[config.mk]
export PLATFORM = sky130hd
export DESIGN_NAME = wb_port_arbiter
export DESIGN_NICKNAME = d
export VERILOG_FILES = /design/src/rtl/wb_port_arbiter.sv
export SDC_FILE = /design/constraint.sdc
export NUM_CORES = 1
export LEC_CHECK = 0
export ABC_AREA = 1
export CAP_MARGIN = 10
export CORE_MARGIN = 2
export CORE_UTILIZATION = 56
export CTS_CLUSTER_DIAMETER = 40
export DETAILED_ROUTE_END_ITERATION = 10
export MAX_ROUTING_LAYER = met4
export PLACE_DENSITY_LB_ADDON = 0.2
export SYNTH_ARGS = -nofsm -noshare
export SYNTH_HDL_FRONTEND = slang
export SYNTH_SLANG_ARGS = --single-unit
export TNS_END_PERCENT = 5
[constraint.sdc]
create_clock -name clk -period 5.3 [get_ports clk]
set_clock_uncertainty 0.15 [all_clocks]
set_input_delay 0.53 -clock clk [delete_from_list [all_inputs] [get_ports clk]]
set_output_delay 0.53 -clock clk [all_outputs]
set_load 0.02 [all_outputs]
[src/rtl/wb_port_arbiter.sv]
// Register-file write-port arbiter: load returns first, then queued ALU results, then ALU bypass.
// Latency: one cycle from an accepted request (or the FIFO head) to the registered rf write.
// Backpressure: alu_ready_o drops while the ALU FIFO is full; load returns are never stalled.
module wb_port_arbiter #(
  parameter int DWIDTH = 32,
  parameter int RWIDTH = 5,
  parameter int DEPTH  = 2
) (
  input  logic                       clk,
  input  logic                       reset,
  input  logic                       alu_valid_i,
  input  logic [RWIDTH-1:0]          alu_rd_i,
  input  logic [DWIDTH-1:0]          alu_data_i,
  output logic                       alu_ready_o,
  input  logic                       mem_valid_i,
  input  logic [RWIDTH-1:0]          mem_rd_i,
  input  logic [DWIDTH-1:0]          mem_data_i,
  output logic                       rf_we_o,
  output logic [RWIDTH-1:0]          rf_rd_o,
  output logic [DWIDTH-1:0]          rf_data_o,
  input  logic [RWIDTH-1:0]          query_rd_i,
  output logic                       query_hit_o,
  output logic [DWIDTH-1:0]          query_data_o,
  output logic [$clog2(DEPTH+1)-1:0] pending_o
);

  localparam int AW = (DEPTH > 1) ? $clog2(DEPTH) : 1;
  localparam int CW = $clog2(DEPTH + 1);
  localparam logic [CW-1:0] CNT_FULL = CW'(DEPTH);
  localparam logic [CW-1:0] CNT_ONE  = CW'(1);
  localparam logic [AW-1:0] PTR_ONE  = AW'(1);

  // FIFO storage, kept as a circular buffer with explicit per-slot valid bits
  logic [RWIDTH-1:0] r_fifo_rd   [DEPTH];
  logic [DWIDTH-1:0] r_fifo_data [DEPTH];
  logic              r_fifo_vld  [DEPTH];
  logic [AW-1:0]     r_head;
  logic [AW-1:0]     r_tail;
  logic [CW-1:0]     r_count;

  // Output (register-file write) stage
  logic              r_rf_we;
  logic [RWIDTH-1:0] r_rf_rd;
  logic [DWIDTH-1:0] r_rf_data;

  logic              w_alu_acc;
  logic              w_alu_live;
  logic              w_mem_live;
  logic              w_empty;
  logic              w_pop;
  logic              w_bypass;
  logic              w_push;
  logic              w_query_hit;
  logic [DWIDTH-1:0] w_query_data;
  logic [AW-1:0]     w_qidx;

  // Ready depends only on registered occupancy, so a same-cycle pop never frees a full FIFO
  assign alu_ready_o = !reset && (r_count < CNT_FULL);

  // Requests to x0 are swallowed: an accepted ALU x0 write and a mem x0 return do nothing
  assign w_alu_acc  = alu_valid_i && alu_ready_o;
  assign w_alu_live = w_alu_acc && (alu_rd_i != '0);
  assign w_mem_live = mem_valid_i && (mem_rd_i != '0);
  assign w_empty    = (r_count == '0);

  // Load return wins the port; FIFO head next; bypass only when nothing older is waiting
  assign w_pop    = !w_mem_live && !w_empty;
  assign w_bypass = !w_mem_live && w_empty && w_alu_live;
  assign w_push   = w_alu_live && !w_bypass;

  // FIFO pointers, occupancy and slot contents
  always_ff @(posedge clk) begin
    if (reset) begin
      r_head  <= '0;
      r_tail  <= '0;
      r_count <= '0;
      for (int i = 0; i < DEPTH; i++) begin
        r_fifo_vld[i]  <= 1'b0;
        r_fifo_rd[i]   <= '0;
        r_fifo_data[i] <= '0;
      end
    end else begin
      if (w_pop) begin
        r_fifo_vld[r_head] <= 1'b0;
        r_head             <= r_head + PTR_ONE;
      end
      if (w_push) begin
        r_fifo_vld[r_tail]  <= 1'b1;
        r_fifo_rd[r_tail]   <= alu_rd_i;
        r_fifo_data[r_tail] <= alu_data_i;
        r_tail              <= r_tail + PTR_ONE;
      end
      if (w_push && !w_pop) begin
        r_count <= r_count + CNT_ONE;
      end else if (w_pop && !w_push) begin
        r_count <= r_count - CNT_ONE;
      end
    end
  end

  // Output register: one write per cycle, index/data hold when idle
  always_ff @(posedge clk) begin
    if (reset) begin
      r_rf_we   <= 1'b0;
      r_rf_rd   <= '0;
      r_rf_data <= '0;
    end else if (w_mem_live) begin
      r_rf_we   <= 1'b1;
      r_rf_rd   <= mem_rd_i;
      r_rf_data <= mem_data_i;
    end else if (w_pop) begin
      r_rf_we   <= 1'b1;
      r_rf_rd   <= r_fifo_rd[r_head];
      r_rf_data <= r_fifo_data[r_head];
    end else if (w_bypass) begin
      r_rf_we   <= 1'b1;
      r_rf_rd   <= alu_rd_i;
      r_rf_data <= alu_data_i;
    end else begin
      r_rf_we   <= 1'b0;
    end
  end

  // Pending-write lookup: scan oldest to youngest so the youngest match overwrites older ones
  always_comb begin
    w_query_hit  = 1'b0;
    w_query_data = '0;
    w_qidx       = '0;
    if (query_rd_i != '0) begin
      if (r_rf_we && (r_rf_rd == query_rd_i)) begin
        w_query_hit  = 1'b1;
        w_query_data = r_rf_data;
      end
      for (int k = 0; k < DEPTH; k++) begin
        w_qidx = r_head + AW'(k);
        if (r_fifo_vld[w_qidx] && (r_fifo_rd[w_qidx] == query_rd_i)) begin
          w_query_hit  = 1'b1;
          w_query_data = r_fifo_data[w_qidx];
        end
      end
    end
  end

  assign query_hit_o  = w_query_hit;
  assign query_data_o = w_query_data;
  assign rf_we_o      = r_rf_we;
  assign rf_rd_o      = r_rf_rd;
  assign rf_data_o    = r_rf_data;
  assign pending_o    = r_count;

endmodule

Word-level counts from Yosys, hierarchy flattened --
Memories as Yosys holds them, arrays and structs flattened. A register that Yosys moved wholly into a read port is not among the register bits. Cells that the tools add are included.
Word-level totals: register bits 42, bits in writable memories 76, bits of input ports 83, output and inout bits 74, logic and storage cells 91, memories 3
Cells by class: add/sub/neg operators 4, order comparisons 1, eq/ne operators 3, muxes and demuxes 45, reduce and logical (&&, ||, !) cells 29
Memories:
- r_fifo_data | depth 2, bits a word 32, rd ports 2, clocked after memory_dff 1, wr ports 2, RTL line 35 | logic [DWIDTH-1:0] r_fifo_data [DEPTH];
- r_fifo_rd | depth 2, bits a word 5, rd ports 2, clocked after memory_dff 1, wr ports 2, RTL line 34 | logic [RWIDTH-1:0] r_fifo_rd [DEPTH];
- r_fifo_vld | depth 2, bits a word 1, rd ports 2, clocked after memory_dff 1, wr ports 2, RTL line 36 | logic r_fifo_vld [DEPTH];
Operator list (count):
- 32-bit two-way mux | 8
- 32-bit OR reduction | 1
- 1-bit two-way mux | 31
- 5-bit two-way mux | 4
- 5-bit equality test | 3
- 5-bit nonzero test | 3
- 1-bit logical AND | 13
- 1-bit zero test | 6
- 5-bit OR reduction | 1
- 2-bit two-way mux | 2
- 3-bit nonzero test | 1
- 1-bit adder (second input constant) | 2
- 2-bit by 1-bit adder with 2-bit output (second input constant) | 1
- 2-bit zero test | 1
- 2-bit less-than comparator (second input constant) | 1
- 2-bit nonzero test | 1
- 1-bit OR reduction | 2
- 2-bit by 1-bit subtractor with 2-bit output (second input constant) | 1

Logic depth before layout (Yosys ltp) --
Gate-level depths: netlist of run 1.
depth after elaboration 12, gate-level depth with buffers 14, gate-level depth less buffers 11

Worst setup path after synthesis of run 1 --
Ideal clock, no wire load.
path type in2reg, from in reset, to mem r_fifo_data[0][0] (enable), library setup time 395 ps, data arrival time 2386 ps, data required time 4755 ps, path slack 2369 ps, cell stages on the path 6, path buffers 2, cells stage by stage nor2_1 > nand4_2 > or2_1 > buf_2 > buf_6 > nand2_1
RTL lines:
- start, declared | RTL line 10 | input logic reset,
- end, declared | RTL line 35

==> summary.txt, run 1 <==
GRT
  • First-pass GRT wire length: 36.1 mm
  • Vias in the first global route: ~7300
  • Antenna violations before repair: 0
  • GRT Util Overall: 0.326
  • Largest net degree at the start of global routing: 74
  • Remaining global-route overflow: 0

Min path
  • WHS Path Cells: 2
  • HP Class: reg -> reg

Layout
  • Area grow syn2layout: 27.6%
  • Nets: between 1000 and 1500
  • Ant. Diodes: 0
  • Final core occ: 0.729
  • Final std cells w/o fill: between 1000 and 1500
  • Share of cells above drive strength 1: 0.0467
  • Filler Cell Count: ~1100

STA
  • Slew Limit Fails: 0
  • Max_slew headroom: 0.292
  • RSZ-0062 raised after global routing: no
  • Period utilization: 0.799
  • Final setup fails: 0
  • Setup TNS: 0 ps
  • Min Tclk post-route: between 4000 and 5000 ps
  • Hold Vio Cnt, Final: 0
  • Max Freq: ~240 MHz
  • Slew @ Worst Pin: roughly 1100 ps

Yosys
  • Count leader, synth: nand2_1
  • Cell count after synthesis: roughly 1200
  • Top cells by area, synth: edfxtp_1 (29%), nand2_1 (15%), nor2_1 (13%)
  • Ys async rst share: 0
  • Post-Syn Area per Cell: 6.54 um^2
  • Main combinational cell family by area after synthesis: simple AND/OR/NAND/NOR gates
  • Synthesized Nets: ~1200
  • Synth Area in Compound Gates: 0.0967
  • Synth area leader: edfxtp_1
  • Post-Synth Adder-Cell Area: 0.00165
  • Synth top area share: 0.294
  • Synth Register Bits: between 100 and 150
  • Commonest cells in the netlist: nand2_1 (303), nor2_1 (259), inv_1 (155)
  • Post-Synth Simple-Gate Area: 0.353
  • Top_reg_cell synth: edfxtp_1
  • Post-synthesis mux area share: 0
  • Yosys warnings: 0
  • Mapped cell area: about 7600 um^2
  • Post-synth EDFFs: 74
  • Post-synthesis sequential area ratio: 0.413
  • XOR/XNOR Fraction of Synth Area: 0.00232
  • Yosys cell types: 28

Setup path
  • CP max-delay cell: clkdlybuf4s50_1
  • Most used cell, CP: nand2_1
  • CP bufs+invs: 3
  • WP data required: about 4600 ps
  • CP Cell Sequence: inv_6 > nand2_1 > nand3_1 > nand2_1 > nor2_4 > nand3_4 > nand2_1 > nand3_1 > nand2_1 > inv_1 > clkdlybuf4s50_1
  • Crit. path cell count: 11
  • Worst-path fanout max: between 70 and 80
  • CP Capture Type: output pin
  • WS Path Type: reg -> out
  • Crit-path leading delay family: simple AND/OR/NAND/NOR gates
  • Reg2Reg Depth: 4
  • Slowest cell delay on critical path: between 500 and 600 ps
  • Critical Path AT: about 3600 ps
  • Critical path startpoint category: flip-flop

CTS
  • Clock Path Buffers: 2
  • H-tree level count: 4
  • Total CTS buffers: 17
  • CTS tree: yes
  • Clock Sinks: roughly 120
  • Clk root buf: clkbuf_16
  • CTS clk-pin slew, worst paths: about 60 ps
  • Clock latency on the worst-skew pair: 420 ps
  • Post-CTS resize count: 0
  • Setup repair bufs after CTS: 0
  • Hold-fix buffers, CTS: 0

Floorplan
  • Core box area: approximately 13000 um^2
  • # rows: 42
  • Die area: about 14000 um^2
  • Die width: 120 um
  • Starting density of the core: 0.571
  • Die height: ~120 um
  • I/O pins: around 160

Placement
  • # port buffers: around 160
  • GPL Wtd Cong: about 0.87
  • Hpwl dp: approximately 13 mm
  • Cells after DPL: around 1400

Run
  • Max_cap viols: 0

Drt
  • Total Routed Length: about 23 mm
  • Initial DRT Pass Iterations: 5
  • Routed vias: ~8000
  • Remaining antenna violation count: 0
  • Routed len/inst: between 15 and 20 um
  • Avg Vias per Cell: approximately 5.4
  • Post-route DRC: 0
  • Initial DRC count: 923

Power and ir drop
  • Leakage Power: ~4.5 nW
  • Worst VDD drop: ~250 uV
  • P per Cell Area: just over 400 nW/um^2

Outcome
  • Status: finished, final reports clean
-- stage by stage --
step / setup slack [ps] / total power [W] / hold WS [ps] / cell area, um^2
5_1_grt: 806 / 0.00410 / 331 / 9660
2_1_floorplan: 2370 / 0.00223 / 300 / 7570
4_1_cts: 1110 / 0.00388 / 319 / 9660
3_5_place_dp: 1340 / 0.00274 / 312 / 9070
3_3_place_gp: 1390 / 0.00271 / 305 / 9070
6_report: 1070 / 0.00391 / 316 / 9660
-- cell usage in the layout (no fill, tap or decap), types with 14 or more instances in the layout --
master	Yosys	layout
nand2_1	303	300
nor2_1	259	259
clkdlybuf4s50_1	0	156
inv_1	155	155
o21ai_0	116	116
edfxtp_1	74	74
nand3_1	53	50
dfxtp_1	45	44
nand4_1	34	34
clkbuf_16	0	17
o21ai_1	14	14
-- final cells by class --
class	count	area (um^2)	area share
timing repair buffer	168	1650	0.171
clock inverter	15	161	0.0167
tap	176	220	0.0228
multi-input combinational	805	3460	0.358
clock buffer	17	425	0.0441
inverter	162	613	0.0635
sequential	119	3120	0.324
-- worst min-delay path, delay by kind of cell (launching register included) --
kind	cells	cell delay (ps)
and+or+nand+nor	2	100
DFF	1	320
-- power breakdown --
group	internal, W	switching [W]	total [W]	leakage, nW
sequential	0.00118	0.000131	0.00131	1.14
clock	0.000729	0.000427	0.00116	0.269
combinational	0.000492	0.000957	0.00145	3.07
-- kinds of logic after synthesis --
| family | Yosys count |
|---|---|
| AND/OR/NAND/NOR | 658 |
| buffers and inverters | 232 |
| XOR/XNOR | 2 |
| adder cells (fa/ha/maj) | 1 |
| flip-flops | 119 |
| AO/OA/AOI/OAI | 144 |
-- per-layer routing --
layer  up-vias  part of all wire  GRT usage
li1       3856                 -          -
met1      3552              0.40      0.406
met2       415              0.48      0.528
met3        56             0.091     0.0561
met4         0             0.027      0.140
met5         -                 0          -
-- flip-flops by register name (all words and copies together), names as in the netlist, named ones only --
signal       flops
pending_o        2
r_tail           1
r_fifo_vld       2
rf_we_o          1
r_fifo_rd       10
rf_rd_o          5
r_fifo_data     64
rf_data_o       32
r_head           1
-- final timing paths --
check | startpoint | endpoint | slack [ps]
max | flip-flop | query_data_o[2] | 1070
min | rf_data_o[9] | rf_data_o[9] | 320
max reg2reg | pending_o[1] | r_fifo_data[0][28] | 2910
min reg2reg | rf_data_o[9] | rf_data_o[9] | 320
Power figures use the tool's default switching activity.
==> run 2, diff against run 1 <==
CORE_UTILIZATION = 52   (was 56)
clock period = 4.2 ns   (was 5.3 ns; I/O delays follow)
==> run 2 against run 1 <==
Largest power group unchanged; highest routed layer unchanged; critical path type unchanged; sequential cell count stayed put; cell count increased by 1.0%; wire length down 2.5%; clock-buffer cell count grew 4; die area rose by 7.4%; setup slack got worse by 820 ps; clock power is 26% higher; design area up 0.74%.
==> summary.txt, run 2 (synthesis gave the netlist of run 1 again) <==
Drt
  • Post-route DRC: 0 (unchanged)
  • Remaining antenna violation count: 0 (unchanged)
  • Initial DRC count: 772 (-16%)
  • Total Routed Length: 22.0 mm (-2.5%)
  • Avg Vias per Cell: 5.27 (-2.2%)
  • Routed len/inst: 14.9 um (-3.5%)
  • Initial DRT Pass Iterations: 6 (+1)
  • Routed vias: 7783 (-1.2%)

Floorplan
  • I/O pins: 157 (unchanged)
  • Core box area: 14400 um^2 (+8.5%)
  • Die area: 15500 um^2 (+7.4%)
  • Die width: 125 um (+3.7%)
  • Starting density of the core: 0.527 (-0.0448)
  • # rows: 44 (+4.8%)
  • Die height: 125 um (+3.7%)

Setup path
  • Worst-path fanout max: 33 (-55%)
  • CP Cell Sequence: inv_6 > nand2_1 > nand2_1 > nand2_1 > nand2_1 > nor2_4 > nand3_4 > nand2_1 > nand3_1 > nand2_1 > inv_1 > clkdlybuf4s50_1
  • WS Path Type: reg -> out
  • CP max-delay cell: dfxtp_1
  • Critical path startpoint category: flip-flop
  • CP Capture Type: output pin
  • Slowest cell delay on critical path: 650 ps (+130 ps)
  • CP bufs+invs: 3 (unchanged)
  • Critical Path AT: 3380 ps (-170 ps)
  • Most used cell, CP: nand2_1
  • Crit-path leading delay family: simple AND/OR/NAND/NOR gates
  • WP data required: 3630 ps (-990 ps)

GRT
  • GRT Util Overall: 0.292 (-0.0342)
  • Antenna violations before repair: 0 (unchanged)
  • First-pass GRT wire length: 35.8 mm (-0.84%)
  • Remaining global-route overflow: 0 (unchanged)
  • Largest net degree at the start of global routing: 52 (-30%)
  • Vias in the first global route: 7459 (+2.7%)

CTS
  • H-tree level count: 4 (unchanged)
  • Clock latency on the worst-skew pair: 420 ps (about the same)
  • CTS clk-pin slew, worst paths: 60 ps (about the same)
  • Clk root buf: clkbuf_16
  • CTS tree: yes
  • Post-CTS resize count: 0 (unchanged)
  • Total CTS buffers: 17 (unchanged)
  • Setup repair bufs after CTS: 0 (unchanged)
  • Hold-fix buffers, CTS: 0 (unchanged)
  • Clock Sinks: 119 (unchanged)
  • Clock Path Buffers: 2 (unchanged)

Power and ir drop
  • Leakage Power: 4.54 nW (+1.2%)
  • Clk network pwr share: 0.297 (+0.002)
  • P_sw: 0.00187 W (+23%)
  • Switching Fraction: 0.378 (-0.00906)
  • Sequential Power Share: 0.337 (+0.003)
  • Worst VDD drop: 317 uV (+25%)
  • Internal power: 0.00307 W (+28%)
  • P per Cell Area: 507 nW/um^2 (+25%)
  • Gate power share: 0.367 (-0.003)

STA
  • Period utilization: 0.942
  • RSZ-0062 raised after global routing: no
  • Fin Hold WS: 322 ps (+6.08 ps)
  • Slew Limit Fails: 0 (unchanged)
  • Max_slew headroom: 0.304 (+0.0119)
  • Slew @ Worst Pin: 1040 ps (-17.8 ps)
  • Final setup fails: 0 (unchanged)
  • Setup TNS: 0 ps (unchanged)
  • Hold Vio Cnt, Final: 0 (unchanged)
  • Worst setup margin: 245 ps (-821 ps)
  • Min Tclk post-route: between 3000 and 4000 ps
  • Max Freq: roughly 250 MHz

Layout
  • Area grow syn2layout: 28.6%
  • Ant. Diodes: 0 (unchanged)
  • Biggest register: r_fifo_data
  • Nets: 1365 (+0.59%)
  • Final core occ: 0.677 (-0.0522)
  • Commonest non-fill, non-tap cell in the layout: nand2_1
  • Max reg flops: 64 (unchanged)
  • Commonest cells after routing, fill and taps aside: nand2_1 (300), nor2_1 (259), clkdlybuf4s50_1 (156)
  • Share of cells above drive strength 1: 0.0510 (+0.00439)

Run
  • Max_cap viols: 0 (unchanged)

Min path
  • HP Class: reg -> reg

Outcome
  • Status: finished, final reports clean

Placement
  • Hpwl dp: 13.8 mm (+2.8%)
  • Placement Setup Slack: 606 ps (-738 ps)
  • GPL Wtd Cong: 0.902 (+3.9%)
  • # port buffers: 156 (unchanged)
run 2: cell count changes in the layout (fill, tap and decap cells not counted):
cell,previous run,this run
buf_4,12,20
clkbuf_8,0,2
clkbuf_1,0,2
clkinv_1,6,5
clkinvlp_4,6,2
run 2: metal layers:
layer / global-route usage / part of all wire / vias up
met5: - / 0 / -
li1: - / - / 3865
met2: 0.476 / 0.48 / 370
met3: 0.0610 / 0.083 / 45
met4: 0.112 / 0.021 / 0
met1: 0.357 / 0.41 / 3503
run 2: area by class of cell:
type	count	area, um^2
Tap cell	184	230
Fill cell	1249	4640
Clock buffer	21	460
Sequential cell	119	3120
Inverter	162	613
Timing Repair Buffer	176	1710
Clock inverter	10	128
Multi-Input combinational cell	805	3460
run 2: final timing paths:
| check | from | endpoint | slack [ps] | cells past startpoint |
|---|---|---|---|---|
| hold / removal | rf_data_o[7] | rf_data_o[7] | 320 | 2 |
| setup / recovery | flip-flop | query_data_o[19] | 250 | 12 |
| setup reg to reg | pending_o[1] | r_fifo_data[0][2] | 1910 | 5 |
| hold reg to reg | rf_data_o[7] | rf_data_o[7] | 320 | 2 |
run 2: per-stage QoR:
stage / total power [W] / cells / cell area, um^2
finish: 0.00493 / 1477 / 9730
detailed placement: 0.00346 / 1446 / 9140
floorplan: 0.00282 / 1156 / 7570
global placement: 0.00344 / 1446 / 9140
global route: 0.00521 / 1477 / 9730
CTS: 0.00492 / 1477 / 9730
run 2: tightest hold or removal path, cell delays in order (launching register included):
cell and delay, ps:
dfxtp_1 320, nand2_1 60, nand2_1 40
run 2: power groups by stage:
| stage | Combinational [W] | Sequential [W] | Clock (W) |
|---|---|---|---|
| 3_3_place_gp | 0.00176 | 0.00167 | 0 |
| 4_1_cts | 0.00180 | 0.00166 | 0.00147 |
| 3_5_place_dp | 0.00178 | 0.00168 | 0 |
| 5_1_grt | 0.00199 | 0.00169 | 0.00153 |
| 2_1_floorplan | 0.00106 | 0.00176 | 0 |
| 6_report | 0.00181 | 0.00166 | 0.00146 |
